File: src/rtl/mul_issue.sv
`default_nettype none
// +----------------------------------------------------------------------------+
// | mul_issue : issues multiply ops to an external multiplier, one-entry      |
// |             result cache, holds the product until the memory stage takes it|
// | Revision  : 1.0                                                            |
// +----------------------------------------------------------------------------+
module mul_issue #(
    parameter int CNT_W = 32
) (
    input  logic             clk,
    input  logic             reset,
    input  logic             in_valid,
    output logic             in_ready,
    input  logic [63:0]      in_a,
    input  logic [63:0]      in_b,
    input  logic             in_word,
    input  logic [4:0]       in_rd,
    input  logic             flush,
    output logic             out_valid,
    input  logic             out_ready,
    output logic [63:0]      out_result,
    output logic [4:0]       out_rd,
    output logic             mul_start,
    output logic [63:0]      mul_a,
    output logic [63:0]      mul_b,
    output logic             mul_word,
    output logic             mul_next,
    input  logic [63:0]      mul_result,
    input  logic             mul_ok,
    output logic [CNT_W-1:0] perf_mul,
    output logic [CNT_W-1:0] perf_hit
);

    localparam logic [CNT_W-1:0] CNT_ONE = {{(CNT_W-1){1'b0}}, 1'b1};

    typedef enum logic [1:0] {
        IDLE = 2'd0,
        BUSY = 2'd1,
        HOLD = 2'd2
    } state_t;

    state_t state;
    state_t state_next;

    logic             accept;
    logic             complete;
    logic             hit;

    logic [63:0]      op_a;
    logic [63:0]      op_b;
    logic             op_word;
    logic [4:0]       op_rd;
    logic [63:0]      res;

    logic             cache_valid;
    logic [63:0]      cache_a;
    logic [63:0]      cache_b;
    logic             cache_word;
    logic [63:0]      cache_res;

    logic [CNT_W-1:0] cnt_mul;
    logic [CNT_W-1:0] cnt_hit;

    assign hit = cache_valid && (cache_a == in_a) && (cache_b == in_b)
                 && (cache_word == in_word);

    always_ff @(posedge clk or posedge reset) begin
        if (reset) begin
            state <= IDLE;
        end else begin
            state <= state_next;
        end
    end

    // mul_next is forced during reset so a multiplier caught mid-operation clears.
    always_comb begin
        state_next = state;
        in_ready   = 1'b0;
        out_valid  = 1'b0;
        mul_start  = 1'b0;
        mul_next   = reset;
        accept     = 1'b0;
        complete   = 1'b0;
        case (state)
            IDLE: begin
                in_ready = ~flush & ~reset;
                accept   = in_valid & ~flush & ~reset;
                if (accept) begin
                    state_next = hit ? HOLD : BUSY;
                end
            end
            BUSY: begin
                // A flush drops the start request in the same cycle it clears the multiplier.
                mul_start = ~flush;
                if (flush) begin
                    mul_next   = 1'b1;
                    state_next = IDLE;
                end else if (mul_ok) begin
                    mul_next   = 1'b1;
                    complete   = 1'b1;
                    state_next = HOLD;
                end
            end
            HOLD: begin
                out_valid = 1'b1;
                if (flush || out_ready) begin
                    state_next = IDLE;
                end
            end
            default: begin
                state_next = IDLE;
            end
        endcase
    end

    always_ff @(posedge clk or posedge reset) begin
        if (reset) begin
            op_a        <= '0;
            op_b        <= '0;
            op_word     <= 1'b0;
            op_rd       <= '0;
            res         <= '0;
            cache_valid <= 1'b0;
            cache_a     <= '0;
            cache_b     <= '0;
            cache_word  <= 1'b0;
            cache_res   <= '0;
            cnt_mul     <= '0;
            cnt_hit     <= '0;
        end else begin
            if (accept) begin
                op_a    <= in_a;
                op_b    <= in_b;
                op_word <= in_word;
                op_rd   <= in_rd;
                if (hit) begin
                    res     <= cache_res;
                    cnt_hit <= cnt_hit + CNT_ONE;
                end
            end
            if (complete) begin
                res         <= mul_result;
                cache_valid <= 1'b1;
                cache_a     <= op_a;
                cache_b     <= op_b;
                cache_word  <= op_word;
                cache_res   <= mul_result;
                cnt_mul     <= cnt_mul + CNT_ONE;
            end
        end
    end

    assign out_result = res;
    assign out_rd     = op_rd;
    assign mul_a      = op_a;
    assign mul_b      = op_b;
    assign mul_word   = op_word;
    assign perf_mul   = cnt_mul;
    assign perf_hit   = cnt_hit;

endmodule
`default_nettype wire

File: config.mk
export PLATFORM = sky130hd
export DESIGN_NAME = mul_issue
export DESIGN_NICKNAME = d
export VERILOG_FILES = /design/src/rtl/mul_issue.sv
export SDC_FILE = /design/constraint.sdc
export NUM_CORES = 1
export LEC_CHECK = 0
export ABC_AREA = 0
export CAP_MARGIN = 20
export CELL_PAD_IN_SITES_DETAIL_PLACEMENT = 1
export CELL_PAD_IN_SITES_GLOBAL_PLACEMENT = 1
export CORE_ASPECT_RATIO = 0.7
export CORE_UTILIZATION = 42
export CTS_CLUSTER_SIZE = 28
export DETAILED_ROUTE_END_ITERATION = 8
export PLACE_DENSITY_LB_ADDON = 0.1
export SYNTH_ARGS = -nofsm -noshare
export SYNTH_HDL_FRONTEND = slang
export SYNTH_SLANG_ARGS = --single-unit
File: constraint.sdc
create_clock -name clk -period 25 [get_ports clk]
set_input_delay 3.75 -clock clk [delete_from_list [all_inputs] [get_ports clk]]
set_output_delay 3.75 -clock clk [all_outputs]
set_load 0.05 [all_outputs]
==> impl_metrics.yaml <==
timing:
  slew_headroom: 0.274
  min_period_ps: 9690
  tightest_slew_ps: 1080
  whs_ps: 482
  period_share: 0.388
  clock_skew_ps: 18.5
  finalSetupTns_ps: 0
  fmax_mhz: 103
  slew_violations: 0
  final-setup-viol-count: 0
  hold_viol: 0
  rsz0062_at_grt: "no"
die:
  die_h_um: 184
  io_pins: 470
  die_w_um: 262
  num_rows: 66
  dieArea_um2: 48200
  core_area_um2: 46600
  initial_utilization: 0.427
detailed_routing:
  routed_wl_um: 65100
  num_vias: 15000
  first_pass_iters: 7
  ant_nets: 0
  first_iter_violations: 878
  drcViolationCount: 0
  avgViaCountPerCell: 5.28
  avgRoutedWirePerCell_um: 22.9
clock_network:
  cts_root_buffer: "clkbuf_16"
  ctsHoldBuffers: 0
  cts_max_level: 2
  insertion_delay_ps: 570
  cts.sinks: 458
  cts_resized: 0
  cts_buffers: 47
  clock_path_buffers: 3
  post_cts_buffers: 0
  cts_tree: "yes"
  clkTransAtPathRegs_ps: 60
pwr:
  irDropWorstVdd_mv: 0.0615
  cellLeakagePower_uw: 0.0121
  powerDensity_nw_per_um2: 102
  power_uw: 2740
place:
  portBuffers: 469
  dp.final_hpwl_um: 46500
  dpl_cell_area_um2: 25200
  gp_routability_congestion: 0.910
setup_path:
  cpLargestDelayFamily: "buffers and inverters"
  rr_endpoint: "out_result[41]"
  cp_data_required_time_ps: 21250
  cp-start-kind: "primary input"
  r2r_setup_slack_ps: 21010
  r2r-start: "cache_b[41]"
  cp_max_fo: 130
  worstRegToRegCells: 9
  cp_num_buf_inv: 3
  crit_top_cell: "clkdlybuf4s50_1"
  critPathMaxStageDelay_ps: 760
  crit_type: "primary input to output port"
  crit_chain: "clkdlybuf4s50_1 > inv_8 > o21ai_0 > clkdlybuf4s50_1"
  arrival_ps: 5940
  endpoint_kind: "output port"
  cp_slowest_cell: "clkdlybuf4s50_1"
global_route:
  grt_overflow: 0
  grt_max_degree: 175
  grtUsageTotal: 0.269
  antenna_found_initial: 8
  grt_pass1_vias: 16000
  grt_pass1_wl_um: 98400
cells_and_area:
  multiInputGateArea_um2: 8020
  area_growth_pct: 34.8
  drive_above_1_share: 0.158
  fin_area_um2: 26800
  nFillCells: 4841
  regArea_um2: 11500
  fin_nets: 2387
status:
  outcome: "complete, no violations"
yosys:
  yosys_warnings: 0
  syn_inst: 1722
  yosysUniqueCellTypes: 40
  ys_seq_area_frac: 0.577
  synth_fp_nets: 1928
  avgSynthCellArea_um2: 11.5
  synth-seq-cells: 458
  synth_area_um2: 19900
job:
  cap_viol_max_count: 0
min_path:
  hold_class: "flip-flop to flip-flop"
  holdPathStages: 2
  hold_path.startpoint: "out_rd[0]"
  min_delay_worst_endpoint: "out_rd[0]"
tightest hold or removal path, cell delays in order (launching register included):
cell and delay [ps]:
dfrtp_1 340, nand2_1 50, nand2_1 60
area by class of cell:
class / instances / area share
clock inverters: 21 / 0.00869
flip-flops and latches: 458 / 0.428
clock buffers: 65 / 0.0498
well taps: 612 / 0.0286
diodes: 7 / 0.000654
inverters: 27 / 0.00406
multi-input cells: 1165 / 0.299
repair buffers: 482 / 0.181
per-layer routing:
layer / track usage / share of wire / vias to the layer above
li1: - / - / 6739
met1: 0.351 / 0.42 / 7765
met2: 0.455 / 0.49 / 388
met3: 0.0611 / 0.064 / 89
met4: 0.0622 / 0.020 / 4
met5: 0 / 0.00040 / -
state kept, by name, summed over array words and instances (netlist names):
register     cells
state            2
mul_word         1
cache_a         64
cache_b         64
cache_word       1
cache_res       64
mul_a           64
cache_valid      1
out_rd           5
mul_b           64
perf_hit        32
perf_mul        32
out_result      64
worst max path at each step:
stage	slack, ps	start	depth (start not counted)	end
floorplan	2990	reset	2	mul_next
global placement	15200	reset	4	mul_next
detailed placement	15230	reset	4	mul_next
CTS	15220	reset	4	mul_next
global route	15090	reset	4	mul_next
finish	15310	reset	4	mul_next
report_power, final:
| group | internal, µW | switching, µW | total [µW] | leakage, µW |
|---|---|---|---|---|
| combinational | 375 | 582 | 957 | 0.00549 |
| clock | 416 | 306 | 722 | 0.000761 |
| sequential | 934 | 128 | 1060 | 0.00585 |
cell usage in the layout (no fill, tap or decap), types with 8 or more instances in the layout:
| cell type | instances |
|---|---|
| and3_1 | 9 |
| buf_4 | 9 |
| clkbuf_1 | 9 |
| clkbuf_16 | 47 |
| clkbuf_8 | 9 |
| clkdlybuf4s50_1 | 469 |
| clkinv_2 | 8 |
| dfrtp_1 | 458 |
| inv_1 | 26 |
| mux2_2 | 196 |
| mux2_4 | 49 |
| nand2_1 | 432 |
| nand2b_1 | 82 |
| nand3_1 | 29 |
| nand4_1 | 71 |
| nor2_1 | 20 |
| nor3_1 | 25 |
| nor4_1 | 22 |
| o2111ai_1 | 21 |
| o21ai_0 | 24 |
| xnor2_1 | 100 |
| xor2_1 | 39 |
kinds of logic after synthesis:
| logic type | after synthesis | synth area share |
|---|---|---|
| DFF | 458 | 0.577 |
| adders and majority gates | 2 | 0.00126 |
| buffers and inverters | 99 | 0.0214 |
| muxes | 245 | 0.148 |
| AOI/OAI and AO/OA | 53 | 0.0188 |
| and+or+nand+nor | 726 | 0.172 |
| xor gates and xnor gates | 139 | 0.0613 |
per-stage QoR:
stage | instances | worst slack [ps] | utilization
after floorplan | 1722 | 2990 | -
after CTS | 2828 | 15220 | 0.574
after global routing | 2834 | 15090 | 0.575
final | 2837 | 15310 | 0.575
after global placement | 2742 | 15200 | 0.540
after detailed placement | 2742 | 15230 | 0.540
cells in the mapped netlist (all sizes together):
| cell type | n | area [µm²] |
|---|---|---|
| and4 | 5 | 43.8 |
| xnor2 | 100 | 876 |
| a2111o | 2 | 22.5 |
| or2 | 3 | 18.8 |
| ha | 2 | 25.0 |
| nand2 | 433 | 1630 |
| inv | 27 | 101 |
| o2111ai | 21 | 184 |
| o21ai | 24 | 120 |
| xor2 | 39 | 342 |
| nor2b | 7 | 43.8 |
| o32ai | 1 | 8.76 |
| o41ai | 1 | 8.76 |
| a21oi | 1 | 8.76 |
| o22ai | 2 | 12.5 |
| clkbuf | 50 | 188 |
| and2 | 3 | 18.8 |
| nor4b | 1 | 8.76 |
| nand4 | 71 | 444 |
| nor2 | 20 | 75.1 |
| or3 | 3 | 18.8 |
| nor3 | 26 | 130 |
| or4 | 3 | 22.5 |
| nor4 | 29 | 243 |
| nand2b | 82 | 513 |
| a21o | 1 | 7.51 |
| mux2 | 245 | 2940 |
| nand3 | 30 | 155 |
| and3 | 9 | 56.3 |
| buf | 22 | 136 |
| nor4bb | 1 | 10.0 |
| dfrtp | 458 | 11500 |
(Power assumes the default switching activity.)
